<file path="src/rtl/simple_ram_be_clr.sv">
// Simple dual-port RAM with per-lane byte enables, optional registered read with
// read-during-write bypass, and a clear sequencer that fills the array with CLR_VAL.
module simple_ram_be_clr #(
    parameter int               width   = 16,
    parameter int               widthad = 4,
    parameter int               lane    = 8,
    parameter int               RD_REG  = 1,
    parameter int               BYPASS  = 1,
    parameter logic [width-1:0] CLR_VAL = '0
) (
    input  logic                    clk,
    input  logic                    rst_n,
    input  logic                    clr_req,
    output logic                    clr_busy,
    input  logic [widthad-1:0]      wraddress,
    input  logic                    wren,
    input  logic [width/lane-1:0]   wrbe,
    input  logic [width-1:0]        data,
    input  logic [widthad-1:0]      rdaddress,
    input  logic                    rden,
    output logic [width-1:0]        q,
    output logic                    q_valid
);

    localparam int NL    = width / lane;
    localparam int DEPTH = 2 ** widthad;

    typedef enum logic {
        ST_CLEAR = 1'b0,
        ST_IDLE  = 1'b1
    } state_t;

    state_t               state_q, state_d;
    logic [widthad-1:0]   clr_cnt_q, clr_cnt_d;

    logic                 mem_we;
    logic [widthad-1:0]   mem_waddr;
    logic [width-1:0]     mem_wdata;
    logic [NL-1:0]        mem_wbe;

    logic [width-1:0]     mem [DEPTH];

    // The sequencer owns the single write port while clearing; user writes are dropped.
    always_comb begin
        state_d   = state_q;
        clr_cnt_d = clr_cnt_q;
        mem_we    = 1'b0;
        mem_waddr = wraddress;
        mem_wdata = data;
        mem_wbe   = wrbe;
        case (state_q)
            ST_CLEAR: begin
                mem_we    = 1'b1;
                mem_waddr = clr_cnt_q;
                mem_wdata = CLR_VAL;
                mem_wbe   = '1;
                clr_cnt_d = clr_cnt_q + 1'b1;
                if (clr_cnt_q == {widthad{1'b1}}) begin
                    state_d = ST_IDLE;
                end
            end
            ST_IDLE: begin
                mem_we = wren;
                if (clr_req) begin
                    state_d   = ST_CLEAR;
                    clr_cnt_d = '0;
                end
            end
            default: begin
                state_d   = ST_CLEAR;
                clr_cnt_d = '0;
            end
        endcase
    end

    always_ff @(posedge clk or negedge rst_n) begin
        if (!rst_n) begin
            state_q   <= ST_CLEAR;
            clr_cnt_q <= '0;
        end else begin
            state_q   <= state_d;
            clr_cnt_q <= clr_cnt_d;
        end
    end

    always_ff @(posedge clk) begin
        if (mem_we) begin
            for (int i = 0; i < NL; i++) begin
                if (mem_wbe[i]) begin
                    mem[mem_waddr][i*lane +: lane] <= mem_wdata[i*lane +: lane];
                end
            end
        end
    end

    assign clr_busy = (state_q == ST_CLEAR);

    generate
        if (RD_REG != 0) begin : g_rd_reg
            logic [width-1:0] q_q, q_d;
            logic             q_valid_q, q_valid_d;
            logic [width-1:0] rd_word;

            // Entering CLEAR (clr_req in IDLE) suppresses the read so q_valid drops on that edge.
            always_comb begin
                rd_word = mem[rdaddress];
                if ((BYPASS != 0) && wren && (wraddress == rdaddress)) begin
                    for (int i = 0; i < NL; i++) begin
                        if (wrbe[i]) begin
                            rd_word[i*lane +: lane] = data[i*lane +: lane];
                        end
                    end
                end
                q_d       = q_q;
                q_valid_d = 1'b0;
                if ((state_q == ST_IDLE) && !clr_req && rden) begin
                    q_d       = rd_word;
                    q_valid_d = 1'b1;
                end
            end

            always_ff @(posedge clk or negedge rst_n) begin
                if (!rst_n) begin
                    q_q       <= '0;
                    q_valid_q <= 1'b0;
                end else begin
                    q_q       <= q_d;
                    q_valid_q <= q_valid_d;
                end
            end

            assign q       = q_q;
            assign q_valid = q_valid_q;
        end else begin : g_rd_comb
            assign q       = mem[rdaddress];
            assign q_valid = (state_q == ST_IDLE);
        end
    endgenerate

endmodule

</file>
<file path="config.mk">
export PLATFORM = sky130hd
export DESIGN_NAME = simple_ram_be_clr
export DESIGN_NICKNAME = d
export VERILOG_FILES = /design/src/rtl/simple_ram_be_clr.sv
export SDC_FILE = /design/constraint.sdc
export NUM_CORES = 1
export LEC_CHECK = 0
export CAP_MARGIN = 20
export CORE_UTILIZATION = 45
export CTS_CLUSTER_DIAMETER = 100
export DETAILED_ROUTE_END_ITERATION = 16
export PLACE_DENSITY = 0.63
export SYNTH_ARGS = -nofsm -noshare
export SYNTH_HDL_FRONTEND = slang
export SYNTH_SLANG_ARGS = --single-unit
</file>
<file path="constraint.sdc">
create_clock -name clk -period 2.6 [get_ports clk]
set_input_delay 0.39 -clock clk [delete_from_list [all_inputs] [get_ports clk]]
set_output_delay 0.39 -clock clk [all_outputs]
set_load 0.01 [all_outputs]
</file>
==> summary.md <==
| Metric | Value |
|---|---|
| Status | complete, no violations |
| Worst Skew | 0.01767 ns |
| GP Congestion | 0.8262 |
| Hold Slack | 0.2298 ns |
| Vias | 5700 |
| Mapped cell area | 0.01101 sq mm |
| Layout cell share with drive strength beyond 1 | 23.60% |
| Max_slew headroom | 23.52% |
| H-tree depth | 1 |
| Tcrit/Tclk final | 96.01% |
| IO Pins | just under 50 |
| Seq/Total Area, Yosys | 74.84% |
| Worst VDD drop | roughly 430 uV |
| Number of global-route vias before repair | approximately 6k |
| Post-synth EDFFs | 256 |
| Fmax | 400.6 MHz |
| CTS tree | done |
| Synth area leader | edfxtp_1 |
| Top cell type's share of synthesized area | 69.84% |
| Worst skew pair latency | 0.53 ns |
| Critical path startpoint category | flop |
| Grt ovf | 0 |
| Top-count cell post-synth | edfxtp_1 |
| Maxcap violations | 0 |
| Crit-path slowest cell | clkdlybuf4s50_1 |
| TritonRoute pass-1 iters | 5 |
| Postcts setup bufs | 0 |
| Pins Over Slew Limit | 0 |
| CP top delay family | buffers and inverters |
| Top cells by count, synth | edfxtp_1, nor2_1, mux4_2 |
| Hold Crit Class | in -> async |
| Crit path DAT | 2.11 ns |
| All-Layer GR Usage | between 10% and 20% |
| Slowest stage delay, CP | approximately 0.54 ns |
| Fillcell total | 1793 |
| Setup tns final | 0 ns |
| Layout area overhead | 18.48% |
| Maximum root-to-sink buffer count | 3 |
| Num CTS Buffers | 26 |
| Num rows | 56 |
| CP bufs+invs | 3 |
| CTS clock-pin slew for the worst setup and hold paths | 0.07 ns |
| Synth cell types | 31 |
| Pleak | 4.560 nW |
| Fin crit period | 2.496 ns |
| Final hold viol count | 0 |
| CP required | around 2.2 ns |
| Initial core utilization | 46.34% |
| WS Path Type | reg -> out |
| Clock Tree Root | clkbuf_16 |
| HPWL after DPL | 15.64 mm |
| RSZ-0062 raised after global routing | false |
| Post-DR vias/cell | roughly 5.6 |
| Syn Nets | 605 |
| Synthesized flop and latch total | 278 |
| First-pass GRT wire length | ~36 mm |
| Die W | between 150 and 200 um |
| Ant diodes | 0 |
| Post-Route WL | ~24 mm |
| Nets | 712 |
| Synth Instances | 573 |
| Pin count of the biggest net entering global routing | 34 |
| WL/cell | ~23 um |
| Initial antenna violation count | 0 |
| Die area | approximately 0.025 sq mm |
| Ranking of synthesized cells by area | edfxtp_1, mux4_2, dfrtp_1 |
| Avg Cell Area, Syn | 19.21 sq um |
| Power per cell area | around 1000 mW/mm^2 |
| Iter 0 DRT Violations | 543 |
| Die Ht | 158.4 um |
| Ys async rst share | 7.914% |
| Least-Margin Pin Slew | around 1.1 ns |
| Final setup viols | 0 |
| Number of remaining DRC errors | 0 |
| Placeable Area | roughly 0.024 sq mm |
| CTS sink cnt | 278 |
| Power Total | 0.01287 W |
| Cts repair resizes | 0 |
| Final ANT Viol Nets | 0 |
| Syn. warnings | 0 |
| Main synth FF type | edfxtp_1 |
| CP endpoint kind | output port |
| Cts hold-fix bufs | 0 |
| Worst-path fanout max | 17 |
| Cell chain of the critical path | inv_1 -> buf_12 -> clkdlybuf4s50_1 |
| IO buf count | 48 |
flip-flops by register name (all words and copies together), names as in the netlist:
signal     cells
q_valid        1
state_q        1
q             16
clr_cnt_q      4
mem          256
logic make-up (layout without fill, tap and decap cells):
group / after synthesis / count (layout) / synth area share (%)
multiplexers: 64 / 64 / 13.10
AND/OR/NAND/NOR: 109 / 109 / 4.320
XOR/XNOR: 6 / 6 / 0.4774
buffers and inverters: 46 / 168 / 1.887
AO/OA/AOI/OAI: 69 / 69 / 5.263
adder cells (fa/ha/maj): 1 / 1 / 0.1137
flip-flops: 278 / 278 / 74.84
final cells by class:
| type | instances | area (sq um) | share of cell area, % |
|---|---|---|---|
| inverters | 20 | 75.07 | 0.5756 |
| repair buffers | 105 | 960.9 | 7.368 |
| clock buffers | 36 | 719.4 | 5.517 |
| clock inverters | 7 | 87.58 | 0.6716 |
| flip-flops and latches | 278 | 8238 | 63.17 |
| well taps | 319 | 399.1 | 3.061 |
| multi-input cells | 249 | 2561 | 19.64 |
routing by layer:
| metal | wire length [um] | part of all wire (%) | vias up | track usage, % |
|---|---|---|---|---|
| met5 | 0 | 0 | - | 0 |
| met4 | 366 | 1.5 | 0 | 4.899 |
| li1 | - | - | 2526 | - |
| met1 | 10550 | 44 | 2955 | 28.46 |
| met2 | 11280 | 48 | 189 | 31.31 |
| met3 | 1528 | 6.4 | 30 | 3.566 |
report_power, final:
part,switching (W),internal (W)
Combinational,0.00162,0.00114
Sequential,0.000310,0.00616
Clock,0.00153,0.00212
path summary, 6_finish.rpt:
kind                         start      endpoint  slack, ns  cells after the start
max                        state_q      clr_busy       0.10                      3
min                          rst_n          q[0]       0.23                      2
max reg2reg                state_q    mem[9][12]       0.29                      3
min reg2reg                   q[0]          q[0]       0.50                      2
max in group asynchronous    rst_n  clr_cnt_q[1]       2.10                      2
min in group clk              q[0]          q[0]       0.50                      2
layout by cell type (no fill, tap or decap), drive strengths merged, types with 2 or more instances in the layout:
master,Yosys,final
buf,11,58
nand4,2,2
dfrtp,22,22
nand2,23,23
xor2,5,5
nor2b,3,3
a21o,7,7
and3,2,2
o22ai,2,2
nand2b,4,4
nor2,69,69
a31o,3,3
o221ai,16,16
inv,20,20
clkdlybuf4s50,0,46
and2,2,2
mux4,64,64
clkbuf,15,37
clkinv,0,4
a21oi,3,3
nor3,2,2
a22o,32,32
edfxtp,256,256
o32a,2,2
a32oi,2,2
bufinv,0,2
metrics by stage:
stage	area [sq um]	instances	utilization (%)	setup WS (ns)
global placement	12190	966	51.31	0.1698
finish	13040	1014	54.90	0.1038
detailed placement	12190	966	51.31	0.09950
global route	13040	1014	54.90	0.009268
floorplan	11010	573	-	0.7400
CTS	12990	1009	54.70	0.1166
worst register-to-register path, cell delays in order (launching register included):
cell     delay, ns
dfrtp_1       0.57
inv_1         0.27
o32a_1        0.49
nor2_1        0.60
(Power assumes the default switching activity.)
